===== config.mk =====
export PLATFORM = sky130hd
export DESIGN_NAME = serial_add_ctrl
export DESIGN_NICKNAME = d
export VERILOG_FILES = /design/src/rtl/serial_add_ctrl.sv
export SDC_FILE = /design/constraint.sdc
export NUM_CORES = 1
export LEC_CHECK = 0
export ABC_CLOCK_PERIOD_IN_PS = 3600
export BUFFER_PORTS_ARGS = -buffer_cell sky130_fd_sc_hd__buf_4
export CAP_MARGIN = 20
export CELL_PAD_IN_SITES_DETAIL_PLACEMENT = 0
export CELL_PAD_IN_SITES_GLOBAL_PLACEMENT = 2
export CORE_ASPECT_RATIO = 1.75
export CORE_MARGIN = 1.5
export CORE_UTILIZATION = 31
export DETAILED_ROUTE_END_ITERATION = 6
export MAX_ROUTING_LAYER = met4
export PLACE_DENSITY = 0.79
export SLEW_MARGIN = 15
export SYNTH_ARGS = -nofsm -noshare
export SYNTH_HDL_FRONTEND = slang
export SYNTH_SLANG_ARGS = --single-unit
export TNS_END_PERCENT = 20

===== constraint.sdc =====
create_clock -name clk -period 3.6 [get_ports clk]
set_clock_uncertainty 0.1 [all_clocks]
set_input_delay 0.36 -clock clk [delete_from_list [all_inputs] [get_ports clk]]
set_output_delay 0.36 -clock clk [all_outputs]
set_load 0.01 [all_outputs]

===== src/rtl/serial_add_ctrl.sv =====
// Nibble-serial adder/subtractor: one 4-bit carry-lookahead slice reused for
// WIDTH/4 cycles, with a valid/ready request side and a valid/ready result side.
module serial_add_ctrl #(
  parameter int WIDTH = 16
) (
  input  logic             clk,
  input  logic             rst_n,
  input  logic             clr,
  input  logic             in_valid,
  output logic             in_ready,
  input  logic [WIDTH-1:0] a,
  input  logic [WIDTH-1:0] b,
  input  logic             sub,
  output logic             out_valid,
  input  logic             out_ready,
  output logic [WIDTH-1:0] result,
  output logic             cout,
  output logic             ovf,
  output logic             busy
);

  localparam int NIBBLES = WIDTH / 4;
  localparam int CW = (NIBBLES > 1) ? $clog2(NIBBLES) : 1;
  localparam logic [CW-1:0] LAST = CW'(NIBBLES - 1);

  localparam logic [1:0] IDLE = 2'd0;
  localparam logic [1:0] RUN  = 2'd1;
  localparam logic [1:0] DONE = 2'd2;

  logic [1:0]       state;
  logic [WIDTH-1:0] a_reg;
  logic [WIDTH-1:0] b_reg;
  logic             carry;
  logic [CW-1:0]    cnt;

  logic [3:0] a_nib, b_nib, g, p, sum;
  logic [4:0] c;

  assign in_ready  = (state == IDLE);
  assign out_valid = (state == DONE);
  assign busy      = (state != IDLE);

  assign a_nib = a_reg[{cnt, 2'b00} +: 4];
  assign b_nib = b_reg[{cnt, 2'b00} +: 4];

  // Single 4-bit carry-lookahead slice; carry into nibble 0 is the captured sub.
  always_comb begin
    g    = a_nib & b_nib;
    p    = a_nib ^ b_nib;
    c[0] = carry;
    c[1] = g[0] | (p[0] & c[0]);
    c[2] = g[1] | (p[1] & g[0]) | (p[1] & p[0] & c[0]);
    c[3] = g[2] | (p[2] & g[1]) | (p[2] & p[1] & g[0]) | (p[2] & p[1] & p[0] & c[0]);
    c[4] = g[3] | (p[3] & g[2]) | (p[3] & p[2] & g[1]) | (p[3] & p[2] & p[1] & g[0])
         | (p[3] & p[2] & p[1] & p[0] & c[0]);
    sum  = p ^ c[3:0];
  end

  always_ff @(posedge clk or negedge rst_n) begin
    if (!rst_n) begin
      state  <= IDLE;
      a_reg  <= '0;
      b_reg  <= '0;
      carry  <= 1'b0;
      cnt    <= '0;
      result <= '0;
      cout   <= 1'b0;
      ovf    <= 1'b0;
    end else if (clr) begin
      state <= IDLE;
      cnt   <= '0;
    end else begin
      case (state)
        IDLE: begin
          if (in_valid) begin
            a_reg <= a;
            b_reg <= b ^ {WIDTH{sub}};
            carry <= sub;
            cnt   <= '0;
            state <= RUN;
          end
        end
        RUN: begin
          result[{cnt, 2'b00} +: 4] <= sum;
          carry <= c[4];
          cnt   <= cnt + 1'b1;
          if (cnt == LAST) begin
            cout  <= c[4];
            ovf   <= (a_reg[WIDTH-1] == b_reg[WIDTH-1]) & (sum[3] != a_reg[WIDTH-1]);
            cnt   <= '0;
            state <= DONE;
          end
        end
        DONE: begin
          if (out_ready) state <= IDLE;
        end
        default: state <= IDLE;
      endcase
    end
  end

endmodule


# [Word-level counts from Yosys, hierarchy flattened]
# Index checks and enable logic that the tools add are counted.
[word_totals] regBits=55 latchBits=0 mem_bits_rw=0 romBits=0 input_bits=38 output_inout_bits=21 word_cells=77 mem_count=0
[classes] addsub=2 n_mul=0 n_div=0 order_cmp=0 n_eq_ne=9 n_shift=4 muxes=12 bitwise_logic=32 reduce_logical=10
[op_table] cell="variable part select 16 x 5 -> 4 bit" count=2
[op_table] cell="AND 1 bit" count=17
[op_table] cell="bitwise mux 16 bit" count=1
[op_table] cell="variable shift 4 x 6 -> 16 bit (first input constant)" count=1
[op_table] cell="variable part select 4 x 6 -> 16 bit" count=1
[op_table] cell="bitwise XOR 16 bit" count=1
[op_table] cell="two-way mux 2 bit" count=7
[op_table] cell="AND reduction 3 bit" count=4
[op_table] cell="OR 1 bit" count=10
[op_table] cell="bitwise XOR 4 bit" count=2
[op_table] cell="!= test 3 bit (second input constant)" count=2
[op_table] cell="negation 4 -> 6 bit" count=1
[op_table] cell="case mux 2 bit (3 select lines)" count=1
[op_table] cell="AND 4 bit" count=1
[op_table] cell="equality test 2 bit (second input constant)" count=2
[op_table] cell="case mux 2 bit (2 select lines)" count=1
[op_table] cell="AND reduction 2 bit" count=2
[op_table] cell="nonzero test 2 bit" count=2
[op_table] cell="!= test 3 x 2 -> 1 bit (second input constant)" count=1
[op_table] cell="nonzero test 3 bit" count=1
[op_table] cell="adder 2 x 1 -> 2 bit (second input constant)" count=1
[op_table] cell="equality test 2 x 1 -> 1 bit (second input constant)" count=1
[op_table] cell="logical NOT 2 bit" count=1
[op_table] cell="!= test 2 bit (second input constant)" count=1
[op_table] cell="5 further kinds" count=5

# [Logic depth before layout (Yosys ltp)]
# Gate-level depths: netlist of the first run.
[depth] depth_word=9 depth_mapped=7 mapped_depth_nobuf=6

# [Least setup slack after synthesis of the first run]
# No wires, ideal clock.
[synth_path] path_type="reg-to-reg" start="reg cnt[0]" end="reg ovf" setup_time_ns=0.087 t_arrival_ns=2.321 required_time_ns=3.413 setup_slack_ns=1.093 stages_incl_launch_ff=7 path_buffers=1 period_less_slack_ns=2.507 cell_sequence="dfrtp_1 > buf_2 > mux4_2 > ha_1 > and4_1 > or3_1 > o211ai_1"
[synth_between] elab_chain_cells=9 word_cells_on_any_way=17 classes_between="2 x eq/ne; 2 x shift; 12 x bitwise; 1 x reduce/logical"
[synth_lines] item="start: declaration" line="34" rtl="logic [CW-1:0] cnt;"
[synth_lines] item="start signal: assignment" line="86" rtl="cnt <= cnt + 1'b1;"
[synth_lines] item="variable part select 16 x 5 -> 4 bit (on tied branches)" line="43, 44"
[synth_lines] item="bitwise XOR 4 bit or AND 4 bit (tied branches)" line="49, 48"
[synth_lines] item="AND 1 bit" line="53" rtl="c[3] = g[2] | (p[2] & g[1]) | (p[2] & p[1] & g[0]) | (p[2] & p[1] & p[0] & c[0]);"
[synth_lines] item="OR 1 bit or AND 1 bit (tied branches) (2 in a row)" line="53"
[synth_lines] item="OR 1 bit" line="53"
[synth_lines] item="bitwise XOR 4 bit" line="56" rtl="sum = p ^ c[3:0];"
[synth_lines] item="!= test 1 bit" line="89" rtl="ovf <= (a_reg[WIDTH-1] == b_reg[WIDTH-1]) & (sum[3] != a_reg[WIDTH-1]);"
[synth_lines] item="AND 1 bit" line="89"
[synth_lines] item="end signal: assignment" line="89"
[synth_lines] item="end: declaration" line="18" rtl="output logic ovf,"
# Several ways; a longest one is shown, not always the timed one.
# A chain may end at the register's enable or synchronous reset.

# [Worst setup path after layout of the first run]
[layout_path] start="reg cnt[0]" end="reg result[11]"
[layout_between] elab_chain_cells=9 word_cells_on_any_way=24 classes_between="1 x add/sub; 4 x shift; 1 x mux; 18 x bitwise"
[layout_lines] item="variable part select 16 x 5 -> 4 bit (on tied branches)" line="43, 44"
[layout_lines] item="bitwise XOR 4 bit or AND 4 bit (tied branches)" line="49, 48"
[layout_lines] item="AND 1 bit" line="53"
[layout_lines] item="OR 1 bit or AND 1 bit (tied branches) (2 in a row)" line="53"
[layout_lines] item="OR 1 bit" line="53"
[layout_lines] item="bitwise XOR 4 bit" line="56"
[layout_lines] item="variable part select 4 x 6 -> 16 bit" line="84" rtl="result[{cnt, 2'b00} +: 4] <= sum;"
[layout_lines] item="bitwise mux 16 bit *" line="84"
[layout_lines] item="end signal: indexed assignment" line="84"
[layout_lines] item="end: declaration" line="16" rtl="output logic [WIDTH-1:0] result,"
# Every way passes the cells marked *; elsewhere a longest branch is shown, timed or not.

==> metrics.md, run 1 <==
| Metric | Value |
|---|---|
| Number of global-route vias before repair | `1941` |
| R2R depth | `7` |
| TritonCTS clock tree | `done` |
| Netlist Area Pre-Place | `2750 um^2` |
| Pre-CTS worst setup slack | `763 ps` |
| Min-delay worst type | `input pin to asynchronous set/reset pin` |
| Nets | `341` |
| Most frequent cells in the layout | `buf_4 (60), dfrtp_1 (55), nor2_1 (28)` |
| Pre-Repair DR Iteration Count | `4` |
| DRC Markers | `0` |
| VDD IR max | `210 uV` |
| Setup Buffers After CTS | `0` |
| Tightest Pin Transition | `698 ps` |
| Share of layout cells above drive strength 1 | `0.318` |
| Yosys Warn Count | `0` |
| Reg2Reg Capture Point | `result[11]` |
| Fin. Hold Viols | `0` |
| CTS H-Tree Depth | `2` |
| Largest net degree at the start of global routing | `56` |
| ANT nets after route | `0` |
| GR Overflow Total | `0` |
| Pwr dens | `541 nW/um^2` |
| R2r startpoint | `cnt[0]` |
| Post-CTS Hold Fix Bufs | `0` |
| Yosys top cell area share | `0.500` |
| Via count | `1908` |
| Main synth FF type | `dfrtp_1` |
| Largest cells by area after synthesis | `dfrtp_1 (50%), mux2_2 (6.5%), mux4_2 (6.5%)` |
| Wire length of the first global-routing pass | `9470 um` |
| Clk_lat worst skew | `290 ps` |
| Filler instances | `906` |
| Die Width | `74.3 um` |
| Tot Pwr | `1.86 mW` |
| Number of port buffers | `58` |
| Syn Inst Count | `234` |
| RSZ-0062 raised after global routing | `no` |
| CTS buffer count | `5` |
| Cell chain of the critical path | `buf_4 -> mux4_2 -> ha_1 -> o21ai_0 -> o21a_1 -> nor3_1 -> a22o_1` |
| Seq. cell area | `1380 um^2` |
| Final min period | `2800 ps` |
| Core Footprint | `8670 um^2` |
| Worst Slack Setup Final | `797 ps` |
| Die height | `128 um` |
| Post-synth ARST share | `1.00` |
| Initial DRC count | `81` |
| Final core occ | `0.397` |
| Gpl congestion | `0.784` |
| Routed WL | `5880 um` |
| Setup TNS | `0 ps` |
| CP Launch Type | `flop` |
| Slowest cell on crit path | `dfrtp_1` |
| Area of placed instances | `3290 um^2` |
| Inserted Diodes | `0` |
| Critical Path Sink Type | `flop` |
| Layout area overhead | `25.1%` |
| Hold WS | `4.61 ps` |
| Clock Root Buffer | `clkbuf_16` |
| CTS clock-pin slew for the worst setup and hold paths | `60 ps` |
| WP data required | `3730 ps` |
| Post-synth cell types | `34` |
| Slowest stage delay, CP | `570 ps` |
| IO Pins | `59` |
| Synth Area per Inst | `11.8 um^2` |
| Seq/Total Area, Yosys | `0.500` |
| Post-DP HPWL | `4540 um` |
| DIE AREA | `9480 um^2` |
| Area of the multi-input gates | `1290 um^2` |
| EDFF count, synth | `0` |
| Total clock sinks | `55` |
| Static Leak | `1.51 nW` |
| FF+latch count, synth | `55` |
| Reg2Reg Setup Slack | `800 ps` |
| Max-slew headroom | `0.534` |
| CP arrival | `2930 ps` |
| Initial antenna violation count | `0` |
| Placed cells | `402` |
| Status | `finished clean` |
| Max-cap viol count | `0` |
| Slew Viols, Final | `0` |
| Final Cell Area | `3450 um^2` |
| Setup Viol. Count Final | `0` |
| Crit path max fanout | `11` |
| Post-Syn Nets | `283` |
| Aggregate global-route resource usage | `0.139` |
| Fin crit share | `0.779` |
| Starting Density | `0.318` |
| Cell taking the most area after synthesis | `dfrtp_1` |
| Post-CTS resize count | `0` |
| Fmax | `357 MHz` |
| Setup CP Type | `flop to flop` |
| Vias/cell | `4.67` |
| Rows | `45` |
| Layout Cells excl Fill | `409` |
| Bufs on Longest Clock Path | `2` |
| Commonest non-fill, non-tap cell in the layout | `buf_4` |
| Avg WL per Cell | `14.4 um` |
## layout make-up
type,count,share of cell area
well taps,117,0.0425
clock inverters,1,0.00871
repair buffers,60,0.131
clock buffers,6,0.0374
multi-input cells,163,0.374
inverters,7,0.00763
flip-flops and latches,55,0.399
## per-layer routing
| metal | share of wire | wire, um | GRT usage | up-vias |
|---|---|---|---|---|
| met1 | 0.37 | 2170 | 0.145 | 916 |
| met5 | 0 | 0 | - | - |
| met4 | 0.028 | 167 | 0.0663 | 0 |
| li1 | - | - | - | 940 |
| met2 | 0.57 | 3330 | 0.246 | 43 |
| met3 | 0.035 | 206 | 0.0236 | 9 |
## report_power, final
group / total (mW) / internal (mW) / switching [mW]
clock: 0.531 / 0.325 / 0.206
sequential: 0.804 / 0.726 / 0.0781
combinational: 0.530 / 0.265 / 0.265
## cells in the mapped netlist, drive strengths merged (2+ instances only)
cell	n
o31ai	7
nand3	2
buf	8
o21ai	4
nor3	3
a22o	8
xnor2	18
inv	7
a21o	2
a22oi	3
a21oi	18
nand2	19
ha	10
mux2	16
nor2	28
dfrtp	55
mux4	8
or3	2
nor2b	3
## how the worst max path moves through the flow
stage / cells after the start / startpoint / slack, ps / endpoint
floorplan: 6 / cnt[0] / 1090 / ovf
global route: 7 / cnt[0] / 580 / result[11]
finish: 7 / cnt[0] / 800 / result[11]
global placement: 7 / cnt[0] / 880 / result[3]
detailed placement: 7 / cnt[0] / 760 / result[11]
CTS: 7 / cnt[0] / 740 / result[11]
## kinds of logic (layout without fill, tap and decap cells)
| kind of cell | Yosys count | in the layout | synth area share |
|---|---|---|---|
| AO/OA/AOI/OAI | 47 | 47 | 0.114 |
| multiplexers | 24 | 24 | 0.131 |
| buffers and inverters | 16 | 74 | 0.0327 |
| adder cells (fa/ha/maj) | 11 | 11 | 0.0527 |
| AND/OR/NAND/NOR | 63 | 63 | 0.112 |
| flip-flops | 55 | 55 | 0.500 |
| XOR/XNOR | 18 | 18 | 0.0572 |
## critical path, delay by kind of cell (launching register included)
kind	cells	cell delay [ps]
adder cells (fa/ha/maj)	1	360
multiplexers	1	520
AND/OR/NAND/NOR	1	420
AO/OA/AOI/OAI	3	510
flip-flops	1	570
buffers and inverters	1	250
(Power assumes the default switching activity.)
==> run 2, diff against run 1 <==
Settings changed: ABC_CLOCK_PERIOD_IN_PS 3600 to 2610.
Clock period 3.6 ns to 2.61 ns, I/O delays scaled along.
==> metrics.md, run 2 (synthesis results as in run 1) <==
| Metric | Value |
|---|---|
| Status | `finished clean (unchanged)` |
| R2R depth | `7 (unchanged)` |
| Bufs on Longest Clock Path | `2 (unchanged)` |
| Area of placed instances | `3320 um^2 (was 3290 um^2)` |
| Inserted Diodes | `0 (unchanged)` |
| Largest net degree at the start of global routing | `56 (unchanged)` |
| Max-slew headroom | `0.533 (was 0.534)` |
| Routed WL | `6010 um (was 5880 um)` |
| CTS buffer count | `5 (unchanged)` |
| Worst hold stages | `2` |
| Via count | `1927 (was 1908)` |
| Avg WL per Cell | `14.5 um (was 14.4 um)` |
| Switching pwr | `0.767 mW (was 0.549 mW)` |
| Setup CP Type | `flop to flop (unchanged)` |
| CP startpoint | `cnt[0] (unchanged)` |
| Max-cap viol count | `0 (unchanged)` |
| Static Leak | `1.54 nW (was 1.51 nW)` |
| Endpoint, Worst Hold | `a_reg[13]` |
| Die height | `128 um (unchanged)` |
| Starting Density | `0.318 (unchanged)` |
| Gpl congestion | `0.800 (was 0.784)` |
| Min-delay worst type | `input pin to flop (was input pin to asynchronous set/reset pin)` |
| IO Pins | `59 (unchanged)` |
| Fin. Hold Viols | `0 (unchanged)` |
| Area of the multi-input gates | `1290 um^2 (about the same)` |
| Share of layout cells above drive strength 1 | `0.339 (was 0.318)` |
| Initial DRC count | `61 (was 81)` |
| ANT nets after route | `0 (unchanged)` |
| Initial antenna violation count | `0 (unchanged)` |
| Layout area overhead | `27.2% (was 25.1%)` |
| Rows | `45 (unchanged)` |
| Core Footprint | `8670 um^2 (unchanged)` |
| Commonest non-fill, non-tap cell in the layout | `buf_4 (unchanged)` |
| Power share of the combinational group | `0.294 (was 0.284)` |
| Slew Viols, Final | `0 (unchanged)` |
| GR Overflow Total | `0 (unchanged)` |
| DIE AREA | `9480 um^2 (unchanged)` |
| Most frequent cells in the layout | `buf_4 (65), dfrtp_1 (54), nor2_1 (28) (was buf_4 (60), dfrtp_1 (55), nor2_1 (28))` |
| Pwr dens | `744 nW/um^2 (was 541 nW/um^2)` |
| Crit path max fanout | `6 (was 11)` |
| Nets | `347 (was 341)` |
| Critical Path Sink Type | `flop (unchanged)` |
| Register share of total power | `0.423 (was 0.431)` |
| Reg2Reg Setup Slack | `140 ps (was 800 ps)` |
| Total clock sinks | `55 (unchanged)` |
| Int Power | `1.84 mW (was 1.32 mW)` |
| Wire length of the first global-routing pass | `9670 um (was 9470 um)` |
| TritonCTS clock tree | `done (unchanged)` |
| Post-DP HPWL | `4590 um (was 4540 um)` |
| Pre-Repair DR Iteration Count | `4 (unchanged)` |
| Sw frac | `0.294 (about the same)` |
| Clk network pwr share | `0.283 (was 0.285)` |
| Fmax | `406 MHz (was 357 MHz)` |
| Tightest Pin Transition | `701 ps (was 698 ps)` |
| RSZ-0062 raised after global routing | `no (unchanged)` |
| R2r startpoint | `cnt[0] (unchanged)` |
| Final Cell Area | `3500 um^2 (was 3450 um^2)` |
| Critical hold path startpoint | `a[13]` |
| VDD IR max | `313 uV (was 210 uV)` |
| Setup TNS | `0 ps (unchanged)` |
| CTS H-Tree Depth | `2 (unchanged)` |
| Aggregate global-route resource usage | `0.139 (about the same)` |
| Clk_lat worst skew | `290 ps (about the same)` |
| Filler instances | `904 (was 906)` |
| Setup Viol. Count Final | `0 (unchanged)` |
| Clock Root Buffer | `clkbuf_16 (unchanged)` |
| Reg2Reg Capture Point | `ovf (was result[11])` |
| Final min period | `2470 ps (was 2800 ps)` |
| Vias/cell | `4.64 (was 4.67)` |
| CP arrival | `2580 ps (was 2930 ps)` |
| Number of port buffers | `58 (unchanged)` |
| WP data required | `2720 ps (was 3730 ps)` |
| Die Width | `74.3 um (unchanged)` |
| Fin crit share | `0.945 (was 0.779)` |
| Number of global-route vias before repair | `2038 (was 1941)` |
| CP Launch Type | `flop (unchanged)` |
| DRC Markers | `0 (unchanged)` |
| CTS clock-pin slew for the worst setup and hold paths | `70 ps (was 60 ps)` |
| Seq. cell area | `1380 um^2 (about the same)` |
## run 2: changes by cell type in the layout (fill, tap and decap cells not counted), sizes merged
cell and delta:
dlygate4sd3 +1, buf +5
## run 2: critical path: stages (launching register included)
cell and delay, ps:
dfrtp_2 410, buf_4 190, mux4_2 520, ha_1 360, o21ai_0 100, o21a_1 210, or3_1 310, o211ai_1 180
## run 2: through the flow
step	instances	power [mW]	hold slack [ps]	setup WS, ps	utilization
final	415	2.61	96.4	145	0.404
after global routing	415	2.77	89.6	4.44	0.404
after CTS	415	2.64	89.8	24.5	0.403
after detailed placement	407	1.89	260	42.5	0.383
after global placement	407	1.87	256	139	0.383
after floorplan	234	1.61	-135	103	-
## run 2: worst max-delay path by stage
stage,endpoint,slack [ps],cells after the start
4_1_cts,result[3],20,7
3_3_place_gp,result[7],140,7
2_1_floorplan,ovf,100,6
6_report,ovf,140,7
5_1_grt,ovf,4,7
3_5_place_dp,result[15],40,7
## run 2: cell type report
type                            instances  area share
Sequential cell                        55       0.393
Multi-Input combinational cell        163       0.370
Timing Repair Buffer                   66       0.142
Tap cell                              117      0.0418
Clock buffer                            6      0.0368
Clock inverter                          1     0.00857
Inverter                                7     0.00750
## run 2: power by group through the flow
stage | clock (mW) | sequential [mW] | combinational, mW
floorplan | 0 | 1.10 | 0.511
global placement | 0 | 1.13 | 0.745
detailed placement | 0 | 1.12 | 0.763
CTS | 0.762 | 1.11 | 0.767
global route | 0.797 | 1.12 | 0.851
finish | 0.739 | 1.10 | 0.766
## run 2: layer usage
layer / part of all wire / GRT usage / vias up / wire length, um
met3: 0.029 / 0.0244 / 10 / 172
met5: 0 / - / - / 0
met2: 0.56 / 0.242 / 43 / 3370
met1: 0.38 / 0.150 / 923 / 2300
li1: - / - / 951 / -
met4: 0.029 / 0.0642 / 0 / 172
## run 2: repair_timing
action / in CTS / in global routing
setup endpoints to repair: 0 / 6
hold endpoints to repair: 55 / 0
resized for setup: 0 / 3
setup buffers: 0 / 0
hold buffers: 1 / 0
